## src/rtl/regfile_pkg.sv

```systemverilog
// Shared types for the register-file writeback path: address width, the x0
// constant and the result entry carried by both producers and the port-B FIFO.
package regfile_pkg;

  localparam int REG_ADDR_W = 5;
  localparam int WB_DATA_W  = 32;

  localparam logic [REG_ADDR_W-1:0] REG_ZERO = 5'd0;

  typedef struct packed {
    logic [REG_ADDR_W-1:0] rd;
    logic [WB_DATA_W-1:0]  data;
  } wb_entry_t;

  // Writes to x0 are architecturally discarded.
  function automatic logic is_live_rd(input logic [REG_ADDR_W-1:0] rd);
    return rd != REG_ZERO;
  endfunction

endpackage

```

## src/rtl/wb_fifo.sv

```systemverilog
// In-order FIFO for long-latency results. Push is refused when full, pop is
// ignored when empty; the head entry is always visible on pop_data.
module wb_fifo #(
  parameter int DEPTH = 4,
  parameter int W     = 37
) (
  input  logic                     clk,
  input  logic                     resetn,
  input  logic                     push,
  input  logic [W-1:0]             push_data,
  input  logic                     pop,
  output logic [W-1:0]             pop_data,
  output logic                     full,
  output logic                     empty,
  output logic [$clog2(DEPTH):0]   count
);

  localparam int PTR_W = $clog2(DEPTH);
  localparam int CNT_W = PTR_W + 1;

  logic [W-1:0]     mem [DEPTH];
  logic [PTR_W-1:0] wr_ptr;
  logic [PTR_W-1:0] rd_ptr;
  logic [CNT_W-1:0] cnt;
  logic             do_push;
  logic             do_pop;

  assign full     = (cnt == CNT_W'(DEPTH));
  assign empty    = (cnt == '0);
  assign count    = cnt;
  assign do_push  = push && !full;
  assign do_pop   = pop && !empty;
  assign pop_data = mem[rd_ptr];

  // NOTE: storage has no reset; an entry is only read once the count says it
  // was written, so clearing it would cost flops and buy nothing.
  always_ff @(posedge clk) begin
    if (do_push) mem[wr_ptr] <= push_data;
  end

  // NOTE: state registers use non-blocking assignments so every flop samples
  // pre-edge values regardless of statement order.
  always_ff @(posedge clk or negedge resetn) begin
    if (!resetn) begin
      wr_ptr <= '0;
      rd_ptr <= '0;
      cnt    <= '0;
    end else begin
      if (do_push) wr_ptr <= wr_ptr + PTR_W'(1);
      if (do_pop)  rd_ptr <= rd_ptr + PTR_W'(1);
      unique case ({do_push, do_pop})
        2'b10:   cnt <= cnt + CNT_W'(1);
        2'b01:   cnt <= cnt - CNT_W'(1);
        default: cnt <= cnt;
      endcase
    end
  end

endmodule

```

## src/rtl/regfile_writeback.sv

```systemverilog
// Owns the register file's write port: merges the ALU path (port A, priority)
// with buffered long-latency results (port B) and bounds FIFO starvation.
// Optional: define WB_FIFO_BYPASS_EN to let port B skip an empty FIFO.
module regfile_writeback
  import regfile_pkg::*;
#(
  parameter int DATAWIDTH  = WB_DATA_W,
  parameter int DEPTH      = 4,
  parameter int STARVE_MAX = 3
) (
  input  logic                    clk,
  input  logic                    resetn,
  input  logic                    a_valid,
  output logic                    a_ready,
  input  logic [REG_ADDR_W-1:0]   a_rd,
  input  logic [DATAWIDTH-1:0]    a_data,
  input  logic                    b_valid,
  output logic                    b_ready,
  input  logic [REG_ADDR_W-1:0]   b_rd,
  input  logic [DATAWIDTH-1:0]    b_data,
  output logic                    write,
  output logic [REG_ADDR_W-1:0]   writeReg,
  output logic [DATAWIDTH-1:0]    writeData,
  output logic [$clog2(DEPTH):0]  fifo_count
);

  localparam int STV_W   = (STARVE_MAX < 1) ? 1 : $clog2(STARVE_MAX + 1);
  localparam int ENTRY_W = $bits(wb_entry_t);

  if (DATAWIDTH != WB_DATA_W) begin : g_width_check
    $error("regfile_writeback: DATAWIDTH must match regfile_pkg::WB_DATA_W");
  end
  if (DEPTH < 2 || (DEPTH & (DEPTH - 1)) != 0) begin : g_depth_check
    $error("regfile_writeback: DEPTH must be a power of two >= 2");
  end

  wb_entry_t         a_entry;
  wb_entry_t         b_entry;
  wb_entry_t         head;
  wb_entry_t         out_q;
  wb_entry_t         out_d;
  logic              write_q;
  logic              write_d;
  logic [STV_W-1:0]  starve_q;
  logic [STV_W-1:0]  starve_d;

  logic              fifo_full;
  logic              fifo_empty;
  logic              force_pop;
  logic              a_win;
  logic              b_live;
  logic              bypass;
  logic              push;
  logic              pop;

  assign a_entry = '{rd: a_rd, data: a_data};
  assign b_entry = '{rd: b_rd, data: b_data};

  // The FIFO head is forced out once it has lost STARVE_MAX arbitrations.
  assign force_pop = !fifo_empty && (starve_q == STV_W'(STARVE_MAX));
  assign a_ready   = !force_pop;
  assign b_ready   = !fifo_full;

  assign a_win  = a_valid && a_ready && is_live_rd(a_rd);
  assign b_live = b_valid && b_ready && is_live_rd(b_rd);
  assign pop    = force_pop || (!a_win && !fifo_empty);

`ifdef WB_FIFO_BYPASS_EN
  assign bypass = fifo_empty && !a_win && b_live;
`else
  assign bypass = 1'b0;
`endif

  assign push = b_live && !bypass;

  wb_fifo #(
    .DEPTH (DEPTH),
    .W     (ENTRY_W)
  ) u_fifo (
    .clk       (clk),
    .resetn    (resetn),
    .push      (push),
    .push_data (b_entry),
    .pop       (pop),
    .pop_data  (head),
    .full      (fifo_full),
    .empty     (fifo_empty),
    .count     (fifo_count)
  );

  // NOTE: every signal driven here gets a default first, so no path through
  // the block leaves it unassigned and no latch is inferred.
  always_comb begin
    write_d  = 1'b0;
    out_d    = out_q;
    starve_d = starve_q;

    if (pop) begin
      write_d = 1'b1;
      out_d   = head;
    end else if (a_win) begin
      write_d = 1'b1;
      out_d   = a_entry;
    end else if (bypass) begin
      write_d = 1'b1;
      out_d   = b_entry;
    end

    if (fifo_empty || pop) begin
      starve_d = '0;
    end else if (a_win && (starve_q != STV_W'(STARVE_MAX))) begin
      starve_d = starve_q + STV_W'(1);
    end
  end

  always_ff @(posedge clk or negedge resetn) begin
    if (!resetn) begin
      write_q  <= 1'b0;
      out_q    <= '0;
      starve_q <= '0;
    end else begin
      write_q  <= write_d;
      out_q    <= out_d;
      starve_q <= starve_d;
    end
  end

  assign write     = write_q;
  assign writeReg  = out_q.rd;
  assign writeData = out_q.data;

endmodule

```

## config.mk

```make
export PLATFORM = sky130hd
export DESIGN_NAME = regfile_writeback
export DESIGN_NICKNAME = d
export VERILOG_FILES = /design/src/rtl/regfile_pkg.sv /design/src/rtl/wb_fifo.sv /design/src/rtl/regfile_writeback.sv
export SDC_FILE = /design/constraint.sdc
export NUM_CORES = 1
export LEC_CHECK = 0
export ABC_AREA = 1
export CAP_MARGIN = 40
export CORE_ASPECT_RATIO = 0.9
export CORE_UTILIZATION = 40
export CTS_CLUSTER_SIZE = 30
export DETAILED_ROUTE_END_ITERATION = 10
export HOLD_SLACK_MARGIN = 0.02
export SLEW_MARGIN = 10
export SYNTH_ARGS = -nofsm -noshare
export SYNTH_HDL_FRONTEND = slang
export SYNTH_SLANG_ARGS = --single-unit
```

## constraint.sdc

```tcl
create_clock -name clk -period 2.8 [get_ports clk]
set_input_delay 0.56 -clock clk [delete_from_list [all_inputs] [get_ports clk]]
set_output_delay 0.56 -clock clk [all_outputs]
set_load 0.03 [all_outputs]
```

* After elaboration in Yosys (flattened, before gate mapping)
Memory sizes are Yosys's and may differ from the RTL's.
Index checks and enable logic that the tools add are counted.
** Storage, ports and cells
- RAM bits :: 148
- Word-level logic and storage cells :: 48
- Register bits after elaboration :: 47
- Input port bits :: 78
- Memories :: 1
- Output and inout bits :: 43
** Memories
- u_fifo.mem :: words 4, bits a word 37, rd ports 1, clocked after Yosys merged registers in 0, wr ports 1, RTL line wb_fifo.sv:21 : logic [W-1:0] mem [DEPTH];
** Cells by class
- Reductions and logical operators :: 21
- Add/sub/neg operators :: 5
- Multiplexer cells :: 9
- Equality and inequality tests :: 5
** Operators by type and width (number)
- $mux W37 :: 2
- $reduce_bool A5 Y1 :: 2
- $logic_and A1 B1 Y1 :: 9
- $add A2 B1 Y2 const B :: 3
- $pmux W3 S2 :: 1
- $reduce_bool A2 Y1 :: 3
- $eq A2 B2 Y1 const B :: 2
- $logic_not A1 Y1 :: 4
- $mux W1 :: 4
- $mux W2 :: 2
- $add A3 B1 Y3 const B :: 1
- $eq A3 B3 Y1 const B :: 1
- $logic_not A3 Y1 :: 1
- $sub A3 B1 Y3 const B :: 1
- $eq A2 B1 Y1 const B :: 1
- $logic_or A1 B1 Y1 :: 2
- $ne A2 B2 Y1 const B :: 1

* Depth between registers and ports, before layout
- Depth in word-level cells :: 12
- Depth in mapped cells :: 10
- Depth with buffers taken out :: 10

* Hierarchy
A second synthesis with hierarchy kept.
** Unflattened totals
- Cell total of the unflattened synthesis :: 724
- Area, all modules :: 8515.7 um2
** By module, submodules not included
- wb_fifo :: times used 1, area an instance 6344.8 um2, cells each 493
- regfile_writeback :: times used 1, area an instance 2170.8 um2, cells each 231

* Worst setup path before layout
OpenSTA, ideal clock, no wires.
- Kind :: reg2reg
- Start point :: reg u_fifo.cnt[0], in the netlist u_fifo.count[0]
- End point :: mem u_fifo.mem[0][0] (enable)
- Library setup time :: 0.431 ns
- Buffers on the path :: 0
- Data required time :: 2.369 ns
- Stages on the path, launching flop included :: 5
- Setup slack :: -0.482 ns
- Arrival :: 2.850 ns
- Path through :: dfrtp_1 inv_2 nand3_1 nand3_1 nor2_1
** On the way
- Longest elaborated chain between the ends :: 7
** Ends and longest elaborated chain
- start, declared :: RTL line wb_fifo.sv:24 : logic [CNT_W-1:0] cnt;
- start signal, assigned :: RTL line wb_fifo.sv:52 : 2'b10: cnt <= cnt + CNT_W'(1);
- start signal, assigned :: RTL line wb_fifo.sv:53 : 2'b01: cnt <= cnt - CNT_W'(1);
- start signal, assigned :: RTL line wb_fifo.sv:54 : default: cnt <= cnt;
- $eq A3 B3 Y1 * :: RTL line wb_fifo.sv:28 : assign full = (cnt == CNT_W'(DEPTH));
- $logic_not A1 Y1 * :: RTL line regfile_writeback.sv:62 : assign b_ready = !fifo_full;
- via b_ready :: RTL line regfile_writeback.sv:18 : output logic b_ready,
- $logic_and A1 B1 Y1 (2 in a row) :: RTL line regfile_writeback.sv:65 : assign b_live = b_valid && b_ready && is_live_rd(b_rd);
- $logic_and A1 B1 Y1 * :: RTL line wb_fifo.sv:31 : assign do_push = push && !full;
- $mux W1 * :: RTL line wb_fifo.sv:38 : if (do_push) mem[wr_ptr] <= push_data;
- $mux W1 (not written as such) * :: RTL line wb_fifo.sv:38
- end, declared :: RTL line wb_fifo.sv:21
Mark *: on every way through the listed nets, which the timed path passes. The rest lies on a longest branch.

* Worst setup path in the final report
- Start point :: in a_rd[3]
- End point :: reg u_fifo.cnt[2], in the netlist u_fifo.count[2]
** On the way
- Longest elaborated chain between the ends :: 8
** Ends and longest elaborated chain
- start, declared :: RTL line regfile_writeback.sv:15 : input logic [REG_ADDR_W-1:0] a_rd,
- $reduce_bool A5 Y1 * :: RTL line regfile_pkg.sv:17 : return rd != REG_ZERO;
- $logic_and A1 B1 Y1 * :: RTL line regfile_writeback.sv:64 : assign a_win = a_valid && a_ready && is_live_rd(a_rd);
- $logic_not A1 Y1 * :: RTL line regfile_writeback.sv:66 : assign pop = force_pop || (!a_win && !fifo_empty);
- $logic_and A1 B1 Y1 * :: RTL line regfile_writeback.sv:66
- $logic_or A1 B1 Y1 * :: RTL line regfile_writeback.sv:66
- $logic_and A1 B1 Y1 * :: RTL line wb_fifo.sv:32 : assign do_pop = pop && !empty;
- via u_fifo.do_pop :: RTL line wb_fifo.sv:26 : logic do_pop;
- $eq A2 B1 Y1 / $eq A2 B2 Y1 (equally long branches) :: RTL line wb_fifo.sv:51 : unique case ({do_push, do_pop})
- $pmux W3 S2 / $reduce_bool A2 Y1 (equally long branches)
Marked as above.
A chain may end at the register's enable or synchronous reset.

==> qor.txt <==
placeable core area -> 19990 µm²
fin crit share -> 84.65%
first-pass GRT wire length -> 29700 µm
Post-CTS Setup Bufs -> 0
main combinational cell family by area after synthesis -> simple AND/OR/NAND/NOR gates
Syn Inst Count -> 777
Iteration-0 DRC Markers -> 339
Critical Path Max Stage Delay -> 480 ps
status -> finished with violations
RSZ-0062 raised after global routing -> no
post-route core utilization -> 51.72%
H-tree depth -> 4
pre-CTS setup slack -> -6.841 ps
DRC -> 9
Crit Path Max Fanout -> 3
CP Cell Sequence -> clkdlybuf4s50_1, nor2_1, nand3_1, nand3_2, nand2_2, inv_1, ha_1, fa_1, a21oi_1, o21ai_0, xor2_1
simple logic cell fraction of the synthesized area -> 24.02%
drt total wl -> 18660 µm
clock skew -> 11.23 ps
Synth top area share -> 54.42%
Die H -> 137.6 µm
most common cell after layout, fill and taps aside -> nand2_1
final critical-path required period -> 2370 ps
Die W -> 152.6 µm
Distinct cells, synth -> 20
mux cell area share after synthesis -> 0%
leading post-synthesis cells by cell area -> edfxtp_1, dfrtp_1, nand2_1
Final Setup Violations -> 0
WP data required -> 3110 ps
slowest CP cell -> clkdlybuf4s50_1
peak supply drop -> 500.8 µV
arrival time at the worst endpoint -> 2680 ps
Slew Limit Headroom -> 45.27%
PortBufs -> 120
hold buffers post-CTS -> 0
Yosys warnings -> 0
CTS root buffer -> clkbuf_16
max-slew violation count -> 0
syn avg cell area -> 10.51 µm²
ANT cells -> 0
post-synthesis xor/xnor area fraction -> 0.3217%
critical path class -> in2reg
Setup crit end kind -> flop
largest net degree at the start of global routing -> 76
vias in the first global route -> 5456
Ports -> 121
worst-margin pin slew -> 820.9 ps
most frequent cells in the layout -> nand2_1, nand3_1, edfxtp_1, clkdlybuf4s50_1, inv_1
Bufs on Longest Clock Path -> 2
CTS tree -> yes
number of gates resized after CTS -> 0
post-synthesis sequential area ratio -> 68.82%
Static Leak -> 0.004253 µW
flops & latches, synth -> 195
clk_lat worst skew -> 430 ps
final net count -> 977
Synth Area in Adders -> 1.164%
Starting Density -> 40.86%
fillcell total -> 1775
total track usage -> 18.90%
die area -> 20990 µm²
Vias per Instance -> 4.828
max-cap viol count -> 0
count of final hold-check violations -> 0
WL per Instance -> 16.09 µm
Fmax -> 0.4219 GHz
CTS Sinks -> 195
1st-pass router iterations -> 10
Yosys top cell by area -> edfxtp_1
Vias -> 5601
failing checks -> design-rule violations
grt ovf -> 0
Startpoint Class -> input port
PwrDens -> 1069 nW/µm²
share of cells above drive strength 1 -> 7.403%
setup slack after layout -> 429.7 ps
Placer Congestion -> 0.7238
Synthesized Nets -> 862
initial antenna violation count -> 0
Syn Std Cell Area -> 8167 µm²
hpwl dp -> 11160 µm
Rows -> 49
HP Class -> in2async
Clock transition at path regs -> 70 ps
Post-DRT Antenna Nets -> 0
Area Growth Syn to Fin -> 26.57%
compound-cell area share of the yosys netlist -> 0.3677%
TritonCTS buffer count -> 17
## power breakdown
part | switching, µW | internal [µW]
Combinational | 2750 | 1520
Clock | 1070 | 1510
Sequential | 286 | 3920
## path summary, 6_finish.rpt
path | from | to | slack, ps | depth (start not counted)
min in group clk | starve_q[0] | starve_q[0] | 440 | 1
worst min-delay path | resetn | writeData[25] | 170 | 1
worst min register to register | starve_q[0] | starve_q[0] | 440 | 1
worst max register to register | u_fifo.count[1] | u_fifo.count[2] | 500 | 9
max in group asynchronous | resetn | writeData[14] | 1970 | 2
worst max-delay path | a_rd[3] | u_fifo.count[2] | 430 | 11
## area by class of cell
type / instances / area [µm²] / share of cell area (%)
Sequential cell: 195 / 5623 / 54.40
Multi-Input combinational cell: 486 / 2162 / 20.92
Timing Repair Buffer: 140 / 1406 / 13.61
Clock buffer: 18 / 429.2 / 4.152
Tap cell: 255 / 319.1 / 3.087
Clock inverter: 14 / 201.4 / 1.949
Inverter: 52 / 195.2 / 1.888
## registers in the layout, indices dropped and copies added (netlist names)
name,cells
write,1
u_fifo.mem,148
writeData,32
starve_q,2
u_fifo.wr_ptr,2
u_fifo.count,3
u_fifo.rd_ptr,2
writeReg,5
## metrics by stage
stage	hold WS [ps]	instances	power (µW)	setup TNS [ps]	instance area (µm²)
3_5_place_dp	431.4	1128	8588	-6.841	9706
6_report	170.3	1160	11050	0	10340
4_1_cts	177.5	1160	11170	0	10340
3_3_place_gp	425.6	1128	8529	0	9706
5_1_grt	186.1	1160	11750	0	10340
2_1_floorplan	264.4	777	6992	-71310	8167
## cell usage after synthesis
cell and n:
nand2_1 302, nand3_1 152, edfxtp_1 148, inv_1 50, dfrtp_1 47, buf_2 31
nor2_1 14, ha_1 6, buf_4 5, clkbuf_1 5, a21oi_1 4, buf_6 2
inv_2 2, o21ai_0 2, xor2_1 2, buf_1 1, fa_1 1, nand3_2 1
nor3_1 1, xnor2_1 1
## critical path, delay by kind of cell
kind | cells | cell delay [ps]
AO/OA/AOI/OAI | 2 | 290
AND/OR/NAND/NOR | 4 | 480
buffers and inverters | 2 | 540
XOR/XNOR | 1 | 150
adder cells (fa/ha/maj) | 2 | 650
## layer usage
metal,GRT usage (%),routed length [µm]
met4,4.658,162
met1,25.26,8594
met5,0,0
met2,31.63,8957
met3,4.058,950
## cells by family after synthesis
kind of cell | after synthesis
buf+inv | 96
xor+xnor | 3
simple gates | 470
fa+ha+maj | 7
compound gates | 6
flops | 195
Note: power is estimated with default switching activity, not from simulation.
